### config.mk
export PLATFORM = sky130hd
export DESIGN_NAME = pixel_writeback
export DESIGN_NICKNAME = d
export VERILOG_FILES = /design/src/rtl/pixel_writeback.sv
export SDC_FILE = /design/constraint.sdc
export NUM_CORES = 1
export LEC_CHECK = 0
export ABC_CLOCK_PERIOD_IN_PS = 4350
export CORE_MARGIN = 2
export CORE_UTILIZATION = 35
export DETAILED_ROUTE_END_ITERATION = 8
export PLACE_DENSITY = 0.71
export SETUP_SLACK_MARGIN = 0.02
export SYNTH_ARGS = -nofsm -noshare
export SYNTH_HDL_FRONTEND = slang
export SYNTH_SLANG_ARGS = --single-unit
### constraint.sdc
create_clock -name clk -period 4.35 [get_ports clk]
set_input_delay 0.6525 -clock clk [delete_from_list [all_inputs] [get_ports clk]]
set_output_delay 0.6525 -clock clk [all_outputs]
set_load 0.005 [all_outputs]
### src/rtl/pixel_writeback.sv
// Packs streamed 32-bit pixels into BATCH-word bursts and hands each burst to the
// SDRAM write stage at consecutive framebuffer addresses.
module pixel_writeback #(
    parameter int BATCH = 4
) (
    input  logic                  clk,
    input  logic                  reset,
    input  logic                  frame_start,
    input  logic [31:0]           frame_base,
    input  logic [29:0]           frame_npixels,
    input  logic                  pix_valid,
    input  logic [31:0]           pix_data,
    output logic                  pix_ready,
    output logic [31:0]           sdr_baseaddr,
    output logic [29:0]           sdr_nelems,
    output logic [32*BATCH-1:0]   sdr_writedata,
    output logic                  sdr_writestart,
    input  logic                  sdr_writeend,
    output logic                  busy,
    output logic                  frame_done
);

    localparam int CW = $clog2(BATCH + 1);

    typedef enum logic [2:0] {
        IDLE,
        FILL,
        START,
        WAIT,
        DONE
    } state_t;

    state_t        state, state_next;
    logic [31:0]   addr_r;
    logic [29:0]   remain_r;
    logic [CW-1:0] fill_cnt, fill_next;
    logic [31:0]   buf_r [BATCH];
    logic          accept;

    always_ff @(posedge clk) begin
        if (reset) state <= IDLE;
        else       state <= state_next;
    end

    // The batch closes on the updated count so START follows the last accept directly.
    always_comb begin
        state_next = state;
        pix_ready  = (state == FILL) && (fill_cnt < CW'(BATCH)) && (30'(fill_cnt) < remain_r);
        accept     = pix_valid && pix_ready;
        fill_next  = accept ? fill_cnt + CW'(1) : fill_cnt;
        case (state)
            IDLE: begin
                if (frame_start)
                    state_next = (frame_npixels == 30'd0) ? DONE : FILL;
            end
            FILL: begin
                if (fill_next == CW'(BATCH) || 30'(fill_next) == remain_r)
                    state_next = START;
            end
            START: state_next = WAIT;
            WAIT: begin
                if (sdr_writeend)
                    state_next = (remain_r == 30'(fill_cnt)) ? DONE : FILL;
            end
            DONE:    state_next = IDLE;
            default: state_next = IDLE;
        endcase
    end

    always_ff @(posedge clk) begin
        if (reset) begin
            addr_r   <= '0;
            remain_r <= '0;
            fill_cnt <= '0;
            for (int i = 0; i < BATCH; i++) buf_r[i] <= '0;
        end else begin
            case (state)
                IDLE: begin
                    if (frame_start) begin
                        addr_r   <= frame_base;
                        remain_r <= frame_npixels;
                        fill_cnt <= '0;
                        for (int i = 0; i < BATCH; i++) buf_r[i] <= '0;
                    end
                end
                FILL: begin
                    fill_cnt <= fill_next;
                    for (int i = 0; i < BATCH; i++)
                        if (accept && fill_cnt == CW'(i)) buf_r[i] <= pix_data;
                end
                WAIT: begin
                    if (sdr_writeend) begin
                        addr_r   <= addr_r + 32'(4 * BATCH);
                        remain_r <= remain_r - 30'(fill_cnt);
                        fill_cnt <= '0;
                        for (int i = 0; i < BATCH; i++) buf_r[i] <= '0;
                    end
                end
                default: ;
            endcase
        end
    end

    always_comb begin
        for (int i = 0; i < BATCH; i++) sdr_writedata[32*i +: 32] = buf_r[i];
    end

    assign sdr_baseaddr   = addr_r;
    assign sdr_nelems     = 30'(fill_cnt);
    assign sdr_writestart = (state == START);
    assign busy           = (state != IDLE);
    assign frame_done     = (state == DONE);

endmodule

=== Word level (Yosys, flattened, before mapping) ===
Memories as Yosys holds them, arrays and structs flattened.
Index checks and enable logic that the tools add are counted.

* Logic and storage cells: 106
* Flip-flop bits (word level): 68
* Bits in writable memories: 128
* Output and inout bits: 194
* Input bits: 99
* Memories: 1

{| class="wikitable"
|+ Memory list
! name !! depth !! width !! rd ports !! clocked after memory_dff !! write ports !! line !! RTL
|-
| buf_r || 4 || 32 || 4 || 0 || 4 || 37 || <nowiki>logic [31:0] buf_r [BATCH];</nowiki>
|}

* Bitwise gates (word level): 12
* Equal/unequal tests: 13
* Reduce and logical (&&, ||, !) cells: 17
* Order comparisons: 2
* Add/subtract/negate cells: 3
* Multiplexer cells: 54

{| class="wikitable"
|+ Operators with widths
! operator !! number
|-
| 32-bit 2-to-1 mux || 14
|-
| 32-bit case mux with 2 select lines || 1
|-
| 30-bit 2-to-1 mux || 2
|-
| 30-bit case mux with 2 select lines || 1
|-
| 32-bit by 5-bit adder with 32-bit output (second input constant) || 1
|-
| 3-bit by 30-bit == test with 1-bit output || 1
|-
| 30-bit by 3-bit == test with 1-bit output || 1
|-
| 30-bit zero test || 1
|-
| 3-bit by 30-bit < comparator with 1-bit output || 1
|-
| 30-bit by 3-bit subtractor with 30-bit output || 1
|-
| 1-bit 2-to-1 mux || 26
|-
| 3-bit 2-to-1 mux || 8
|-
| 3-bit by 2-bit == test with 1-bit output (second input constant) || 4
|-
| 1-bit OR || 12
|-
| 3-bit case mux with 4 select lines || 1
|-
| 3-bit case mux with 3 select lines || 1
|-
| 3-bit AND reduction || 3
|-
| 1-bit logical AND || 7
|-
| 3-bit by 1-bit == test with 1-bit output (second input constant) || 2
|-
| 3-bit == test (second input constant) || 2
|-
| 3-bit zero test || 2
|-
| 3-bit nonzero test || 2
|-
| 2-bit != test (second input constant) || 2
|-
| 3-bit by 1-bit adder with 3-bit output (second input constant) || 1
|-
| 4 further kinds || 4
|}

=== Longest topological paths before layout ===
Gate-level depths: netlist of the first run.

* Depth after elaboration: 11
* Gate-level depth with buffers: 12
* Mapped depth without buffers: 11

=== Least setup slack after synthesis of the first run ===
Ideal clock, no wire load.

* Path type: register to register
* From: reg fill_cnt[0]
* To: mem buf_r[0][0] (enable)
* Clock period less this slack: 3.351 ns
* Library setup time: 0.478 ns
* Buffers on the path: 2
* Data required time: 3.872 ns
* Arrival time: 2.874 ns
* Path slack: 0.999 ns
* Cell stages (with the launch flop): 12
* Path through: dfxtp_1 -> ha_1 -> inv_1 -> fa_1 -> a21oi_1 -> nand2_1 -> o31ai_4 -> nor3_1 -> buf_2 -> buf_2 -> nand2_1 -> nand2_1

{| class="wikitable"
|+ RTL lines
! item !! line !! RTL
|-
| start, declared || 36 || <nowiki>logic [CW-1:0] fill_cnt, fill_next;</nowiki>
|-
| start signal, assigned || 87 || <nowiki>fill_cnt <= fill_next;</nowiki>
|-
| end, declared || 37 ||
|}

=== Worst setup path after layout of the first run ===
* From: reg fill_cnt[0]
* To: out pix_ready

* Longest elaborated chain between the ends: 3
* Elaborated cells on any way between the ends: 4
* Those cells by class: order compare (2); reduce/logical (2)

{| class="wikitable"
|+ Ends and longest elaborated chain
! item !! line !! RTL
|-
| branches (longest 2 deep; another with 3-bit by 30-bit < comparator with 1-bit output) || - ||
|-
| 1-bit logical AND * || 48 || <nowiki>pix_ready = (state == FILL) && (fill_cnt < CW'(BATCH)) && (30'(fill_cnt) < remain_r);</nowiki>
|-
| end, declared || 13 || <nowiki>output logic pix_ready,</nowiki>
|}

Mark *: on every way between the ends.

==> results of run 1 <==
-- metrics by stage --
stage	cells	hold WS (ns)	setup WS [ns]	util, %
finish	1577	0.454	0.566	48.8
global route	1577	0.480	0.424	48.8
CTS	1576	0.459	0.557	48.8
detailed placement	1544	0.448	0.846	46.4
global placement	1544	0.442	0.901	46.4
floorplan	1024	0.434	0.999	-
-- area by class of cell --
cell class | count | area, um2 | area share (%)
flip-flops and latches | 196 | 4560 | 36.1
clock inverters | 15 | 190 | 1.50
well taps | 335 | 419 | 3.31
diodes | 1 | 2.50 | 0.0198
inverters | 12 | 45.0 | 0.356
multi-input cells | 720 | 4240 | 33.5
repair buffers | 281 | 2770 | 21.9
clock buffers | 17 | 425 | 3.36
-- per-layer routing --
layer,track usage (%),up-vias,share of wire (%),wire (um)
met5,0,-,0.035,10
met3,4.36,26,7.8,2230
met1,27.4,4063,44,12600
met2,33.3,409,46,13200
met4,5.44,2,1.4,402
li1,-,4063,-,-
-- sequential cells by signal (all words and copies together) (netlist names) --
| signal | cells |
|---|---|
| state | 3 |
| fill_cnt | 3 |
| sdr_baseaddr | 32 |
| remain_r | 30 |
| buf_r | 128 |
-- worst max-delay path by stage --
stage	slack, ns	end	cells after the start	startpoint
finish	0.57	pix_ready	8	fill_cnt[0]$_SDFFE_PP0P_
global route	0.42	pix_ready	8	fill_cnt[0]$_SDFFE_PP0P_
CTS	0.56	pix_ready	8	fill_cnt[0]$_SDFFE_PP0P_
detailed placement	0.85	buf_r[1][20]$_SDFFCE_PP0P_	4	frame_start
global placement	0.90	buf_r[1][20]$_SDFFCE_PP0P_	4	frame_start
floorplan	1.0	buf_r[0][0]$_SDFFCE_PN0P_	11	fill_cnt[0]$_SDFFE_PP0P_
-- power groups by stage --
stage / clock (mW) / combinational, mW / sequential (mW)
after global routing: 1.76 / 0.897 / 2.14
after detailed placement: 0 / 0.819 / 2.17
after CTS: 1.68 / 0.824 / 2.12
after floorplan: 0 / 0.422 / 2.15
after global placement: 0 / 0.810 / 2.16
final: 1.65 / 0.821 / 2.13
-- worst reg2reg max path, cell delays in order (launching register included) --
cell                       delay, ns
sky130_fd_sc_hd__dfxtp_1        0.54
sky130_fd_sc_hd__ha_1           0.23
sky130_fd_sc_hd__inv_1          0.05
sky130_fd_sc_hd__fa_1           0.42
sky130_fd_sc_hd__a21oi_1        0.21
sky130_fd_sc_hd__nand2_1        0.14
sky130_fd_sc_hd__o31ai_4        0.47
sky130_fd_sc_hd__nor3_2         0.11
sky130_fd_sc_hd__and3_1         0.20
sky130_fd_sc_hd__nand2b_2       0.59
-- layout by cell type (no fill, tap or decap), types with 6 or more instances in the layout --
cell type	n
sky130_fd_sc_hd__nand2_1	116
sky130_fd_sc_hd__clkdlybuf4s50_1	264
sky130_fd_sc_hd__and2_1	35
sky130_fd_sc_hd__or3_1	7
sky130_fd_sc_hd__o22ai_1	9
sky130_fd_sc_hd__a211oi_1	12
sky130_fd_sc_hd__a22o_1	39
sky130_fd_sc_hd__o21ai_0	59
sky130_fd_sc_hd__dfxtp_1	132
sky130_fd_sc_hd__nand4_1	8
sky130_fd_sc_hd__and3_1	36
sky130_fd_sc_hd__ha_1	9
sky130_fd_sc_hd__nor2_1	75
sky130_fd_sc_hd__clkbuf_16	17
sky130_fd_sc_hd__nand3_1	48
sky130_fd_sc_hd__inv_1	12
sky130_fd_sc_hd__a31oi_1	7
sky130_fd_sc_hd__nor3_1	28
sky130_fd_sc_hd__nor4_1	13
sky130_fd_sc_hd__o31ai_1	6
sky130_fd_sc_hd__edfxtp_1	64
sky130_fd_sc_hd__a22oi_1	15
sky130_fd_sc_hd__conb_1	27
sky130_fd_sc_hd__buf_4	16
sky130_fd_sc_hd__a21oi_1	77
-- cells by family after synthesis --
kind of cell | share of synthesized area, %
flops | 49.6
buf+inv | 5.74
xor+xnor | 0.381
simple gates | 23.3
mux | 0.109
compound gates | 19.4
other cells | 0.0407
fa+ha+maj | 1.44
==> summary.md, run 1 <==
The flow ran to the end, and the final reports show no timing, DRC or antenna violations. The tools report the switching power summed over all nets as 1.39 mW. The smallest clock period supported by the final layout is computed as 3.78 ns. The count of max-cap constraint violations was 0; the number of different library cells in the post-synthesis netlist was 74.

The tools report the endpoint of the worst register-to-register path as buf_r[1][22]$_SDFFCE_PP0P_. The wire length of the first global-routing pass was 45300 um; the ratio of cells with drive above 1 in the final layout was 6.45%. CTS placed an instance of sky130_fd_sc_hd__clkbuf_16 at the clock tree root. In this run the standard cell core region covers 0.0259 mm2.

The floorplan has 59 rows. For this design the ratio of total power to cell area is 363 mW/mm2. Dividing the synthesized area by the synthesized cell count gives 9.22 um2. Summed over all cells, the static leakage comes to 4.66 nW.

The die is 166 um wide. For the count of final max-slew check failures, the log shows 0. Ranked by total cell area, the synthesized netlist is headed by sky130_fd_sc_hd__dfxtp_1, sky130_fd_sc_hd__edfxtp_1, sky130_fd_sc_hd__nand2_1. The worst hold path startpoint was buf_r[3][23]$_SDFFE_PP0P_. The tools report the maximum frequency from static timing analysis as 264 MHz.

Clock tree synthesis found a total of 196 sinks. The final layout contains routed wiring with a total length of 28500 um. The share of total power consumed by net switching was 30.3%.

Between clock sinks in the finished design, the worst skew comes to 0.0140 ns. The post-CTS setup repair buffer count was 0; the count of cells along the worst register-to-register path was 9. In the final timing run, aggregate negative setup slack is 0 ns.

Combined area of all synthesized cells: 0.00921 mm2. The routed length per instance was 18.1 um. The tools report the number of global-route vias before repair as 8057. The number of hold buffers added after CTS was 0.

The number of warning messages in the yosys log is 0, and the estimated wirelength of the detail-placed design is 19900 um. For the number of primary I/O pins, the log shows 293. Startpoint kind of the worst setup timing path: a flip-flop. The post-synthesis sequential element count is 196. The worst min-delay path category was flip-flop to flip-flop. Among all cell types in the netlist, the one instantiated most often is sky130_fd_sc_hd__dfxtp_1. In this design, the stage delay of the slowest critical-path cell is 0.54 ns.

The run gives 0.92 ns as the setup slack of the most critical reg-to-reg path. Placed instance area: 0.0120 mm2. For the total overflow reported by the global router, the log shows 0. In this run the number of H-tree levels came out at 4.

Counting every instance in the synthesized netlist gives 998. The number of buffer and inverter instances along the worst setup path was 2. The count of endpoints failing hold in the final timing report is 0. In this run the critical register-to-register path is launched from fill_cnt[0]$_SDFFE_PP0P_. The maximum buffer depth of the clock tree is 2, and the number of flops mapped to enable cells by yosys is 64.

The finished cells cover 0.0126 mm2. The worst hold path passes through 2 cells. Entering global routing, the biggest net connects 90 pins. In this design, the largest share of critical-path delay is due to compound AO/OA/AOI/OAI gates. For this run, the register share of the synthesized area comes to 49.6%. Traced cell by cell, the critical path runs through ha_1 > inv_1 > fa_1 > a21oi_1 > nand2_1 > o31ai_4 > nor2_1 > clkdlybuf4s50_1. The floorplan step defined a die boundary enclosing 0.0276 mm2.

The share of synthesized area in the top cell type comes to 28.7%. Master of the slowest instance on the critical path: sky130_fd_sc_hd__dfxtp_1. Data arrival time of the critical path: 3.13 ns. In the routed design, unresolved DRC markers number 0.

For this block, the via count after detailed routing is 8563. The run gives 35.8% as the share of total power in the clock network. Counting instances in the post-synthesis netlist gives the leading cell types as sky130_fd_sc_hd__dfxtp_1, sky130_fd_sc_hd__nand2_1, sky130_fd_sc_hd__a21oi_1. The peak fanout along the critical path is 9. After layout, the design draws a total of 4.59 mW. Data on the critical path is required at its endpoint by 3.70 ns. For the peak supply drop, the log shows 0.000217 V. In the synthesized netlist the async set-or-reset flop fraction comes to 0%.

The share of total power in combinational logic was 17.9%. Setup repair after global routing left no endpoint under its margin. The remaining number of nets flagged by the antenna check after routing is 0, and the final clock period utilization by the worst path is 87.0%. Measured against its own limit, the worst slew margin works out to 31.1%. The clock-pin slew on the worst setup and hold paths is 0.08 ns, and the portion of total power attributed to sequential cells is 46.3%. The path with the worst hold slack has its endpoint at buf_r[3][23]$_SDFFE_PP0P_. The count of input and output buffers came out at 265.

At the pin with the least slew margin, the transition time is 1.03 ns. From synthesis to final layout, the design area changed by 37.4%. After filler insertion, the fill cell instance count of the layout stands at 2386. The congestion estimate from routability-driven global placement came to 0.848.

The worst setup path is captured at a primary output. In the synthesized netlist the dominant register cell turns out to be sky130_fd_sc_hd__dfxtp_1. Setup violations remaining at the end of the flow were counted as 0. TritonCTS built the clock tree. The initial antenna violation count was 2; the count of TritonRoute iterations in the first routing pass was 5. After the last flow step, the layout net total stands at 1337. The y dimension of the die was 166 um; the total track usage was 20.4%.

The CTS buffer count is 17. The critical path start-end classification is flip-flop to primary output. For this block, the initial DRC count from the detailed router was 671. The initial utilization of the core area, before any placement, comes to 35.5%.

At the later pin of the worst-skew pair, clock insertion delay measures 0.44 ns. The cell type with the largest total area after synthesis is sky130_fd_sc_hd__dfxtp_1. Cell-internal power: 3.20 mW. In this run, post-CTS repair resized a total of 0 instances. Using the TritonRoute via totals, the vias-per-cell ratio works out to 5.43.
No activity file was read; power rests on OpenSTA's default activity.
==> inputs of run 2 (changes only) <==
--- a/config.mk
+++ b/config.mk
@@ -9,7 +9,6 @@
 export CORE_MARGIN = 2
 export CORE_UTILIZATION = 35
 export DETAILED_ROUTE_END_ITERATION = 8
-export PLACE_DENSITY = 0.71
 export SETUP_SLACK_MARGIN = 0.02
 export SYNTH_ARGS = -nofsm -noshare
 export SYNTH_HDL_FRONTEND = slang
==> run 2 against run 1 <==
Compared with the run above: clock power barely moved; final area barely moved; non-clock buffer count rose by 1; clock skew fell by 0.00067 ns; critical path type unchanged; largest cell class unchanged; critical endpoint unchanged; critical path depth did not move; clock-buffer cell count rose by 1; first-iteration DRC count fell by 10%.
==> summary.md, run 2 (synthesized netlist as in run 1, its figures left out) <==
The run finished with clean final reports. The number of nets in the layout is 1338 (+0.075%). The number of primary I/O pins was 293 (unchanged).

The kind of end point of the critical path was a primary output. The share of total power in the clock network was 35.4% (-0.4 points). The tools report the timing startpoint of the critical path as fill_cnt[0]$_SDFFE_PP0P_. The first-iteration detailed-routing DRC count was 602 (-10%); the maximum buffer depth of the clock tree was 2 (unchanged). buf_r holds more flip-flops than any other register. The share of total power consumed by net switching works out to 29.8% (-0.50 points). Met1 routing resource usage after global routing: 30.3% (+2.8 points). In this run the worst hold path is classified as flip-flop to flip-flop. The share of total power in combinational logic is 18.1% (+0.2 points), and the shortest period the worst path allows is 3.73 ns (-0.0530 ns). The tools report the count of endpoints failing hold in the final timing report as 0 (unchanged). The routed length per instance came out at 18.9 um (+4.5%). The top cell types in the final layout, fill and taps aside, are sky130_fd_sc_hd__clkdlybuf4s50_1, sky130_fd_sc_hd__dfxtp_1, sky130_fd_sc_hd__nand2_1. The horizontal die dimension was 166 um (unchanged); the pin count of the biggest net entering global routing was 90 (unchanged). The final routed wirelength across all metal layers was 29800 um (+4.5%). The tools report the clock tree root buffer cell as sky130_fd_sc_hd__clkbuf_16. The logs give 46.5% (+0.2 points) for the portion of total power attributed to sequential cells and 268 MHz (+1.4%) for the maximum frequency from static timing analysis. The estimated wirelength of the detail-placed design was 20800 um (+4.7%); the number of core rows was 59 (unchanged).

The logs give 4.66 nW (about the same) for the leakage dissipation and 0 (unchanged) for the number of setup violations in the final report. The tools report the worst hold path startpoint as buf_r[3][28]$_SDFFE_PP0P_. The placed instance area is 0.0120 mm2 (about the same), and the count of input and output buffers is 265 (unchanged). The initial standard-cell utilization of the core was 35.5% (unchanged). Number of resized instances in the post-cts repair step: 0 (unchanged).

The CTS buffer count was 17 (unchanged). The critical path goes through ha_1 > inv_1 > fa_1 > a21oi_1 > nand2_1 > o31ai_4 > nor2_1 > clkdlybuf4s50_1. The number of flip-flops under the largest register name was 128 (unchanged). The y dimension of the die came out at 166 um (unchanged). The tools report the initial antenna violation count as 1 (-1).

Setup repair after global routing left no endpoint under its margin. Total power per unit cell area: 361 mW/mm2 (-0.55%). For the routed via count, the log shows 8487 (-0.89%).

The final clock period utilization by the worst path was 85.8% (-1.2 points); the total track usage was 21.1% (+0.67 points). The number of global-route vias before repair is 7789 (-3.3%), and the maximum clock skew at final layout is 0.0134 ns (-0.000673 ns). The wire length of the first global-routing pass is 46200 um (+1.9%). The stage delay of the slowest cell on the critical path was 0.51 ns (-0.03 ns).

The master of the slowest instance on the critical path was sky130_fd_sc_hd__dfxtp_1. The cell-internal power was 3.21 mW (+0.18%); the placeable core region was 0.0259 mm2 (unchanged). The final standard cell area without fillers was 0.0127 mm2 (about the same); the data arrival time of the critical path was 3.08 ns (-0.05 ns). The total overflow reported by the global router was 0 (unchanged); the switching power summed over all nets was 1.36 mW (-2.2%). The accumulated negative setup slack was 0 ns (unchanged). The area added between synthesis and finish is 37.4% (about the same). The transition time at the pin with the least slew margin is 1.04 ns (+0.0104 ns). The antenna diode count is 0 (-1). TritonCTS built the clock tree. For the count of final max-slew check failures, the log shows 0 (unchanged). For the met2 track utilization from global routing, the log shows 32.7% (-0.65 points). The peak fanout along the critical path works out to 9 (unchanged). Worst reg2reg path startpoint: fill_cnt[0]$_SDFFE_PP0P_. The number of H-tree branching levels is 4 (unchanged), and the count of max-cap constraint violations is 0 (unchanged).

The critical path is of the flip-flop to primary output type. The DRC violation count after routing is 0 (unchanged), and the met3 global-route usage is 4.31% (-0.048 points). The commonest non-fill, non-tap cell in the layout is sky130_fd_sc_hd__clkdlybuf4s50_1. The number of hold buffers added after cts is 0 (unchanged), and the clock-pin slew on the worst setup and hold paths is 0.07 ns (about the same). The required time of the critical path was 3.70 ns (about the same); the sink count of the clock tree was 196 (unchanged). The worst setup path is launched from a flip-flop.

The busiest layer in global routing was met2. The floorplan die area came out at 0.0276 mm2 (unchanged). The post-CTS setup repair buffer count was 0 (unchanged).

The tools report the relative slew slack as 30.5% (-0.57 points). The tools report the remaining number of nets flagged by the antenna check after routing as 0 (unchanged). Per-cell via count in the routed design: 5.38 (-0.89%). For the count of TritonRoute iterations in the first routing pass, the log shows 5 (unchanged).

The tools report the clock insertion delay at the later pin of the skew report as 0.43 ns (about the same). The peak supply drop was 0.000258 V (+19%); the final weighted congestion in routability-driven placement was 0.831 (-2.0%). The ratio of cells with drive above 1 in the final layout works out to 6.52% (+0.075 points).
[run 2: path summary, 6_finish.rpt]
path	to	slack, ns	depth (start not counted)
worst max register to register	buf_r[1][26]$_SDFFCE_PP0P_	0.93	9
worst min-delay path	buf_r[3][28]$_SDFFE_PP0P_	0.45	2
worst max-delay path	pix_ready	0.62	8
worst min register to register	buf_r[3][28]$_SDFFE_PP0P_	0.45	2
[run 2: cell type report]
cell class              count  area [um2]
fillers                  2438       13300
clock inverters            14         173
inverters                  12        45.0
clock buffers              18         439
flip-flops and latches    196        4560
repair buffers            282        2780
well taps                 335         419
multi-input cells         720        4240
[run 2: routing by layer]
metal  vias up  wire (um)
met5         -         12
met4         2        433
met3        27       1940
met2       352      13500
met1      4032      13900
li1       4074          -
[run 2: critical path: cells and delay by family (launching register included)]
kind / cells / cell delay [ns]
AOI/OAI and AO/OA: 2 / 0.68
buffers and inverters: 2 / 0.52
adders and majority gates: 2 / 0.65
DFF: 1 / 0.51
and+or+nand+nor: 2 / 0.29
[run 2: per-stage QoR]
stage,std cells,util (%),setup slack (ns),hold slack (ns),total power [mW]
2_1_floorplan,1024,-,0.999,0.434,2.57
3_3_place_gp,1545,46.5,0.988,0.442,2.99
3_5_place_dp,1545,46.5,0.883,0.449,3.00
4_1_cts,1577,48.8,0.581,0.460,4.61
5_1_grt,1577,48.8,0.365,0.475,4.79
6_report,1577,48.8,0.619,0.455,4.57
[run 2: power groups by stage]
stage / clock (mW) / sequential [mW] / combinational (mW)
floorplan: 0 / 2.15 / 0.422
global placement: 0 / 2.16 / 0.825
detailed placement: 0 / 2.17 / 0.829
CTS: 1.65 / 2.12 / 0.834
global route: 1.73 / 2.15 / 0.911
finish: 1.62 / 2.13 / 0.826
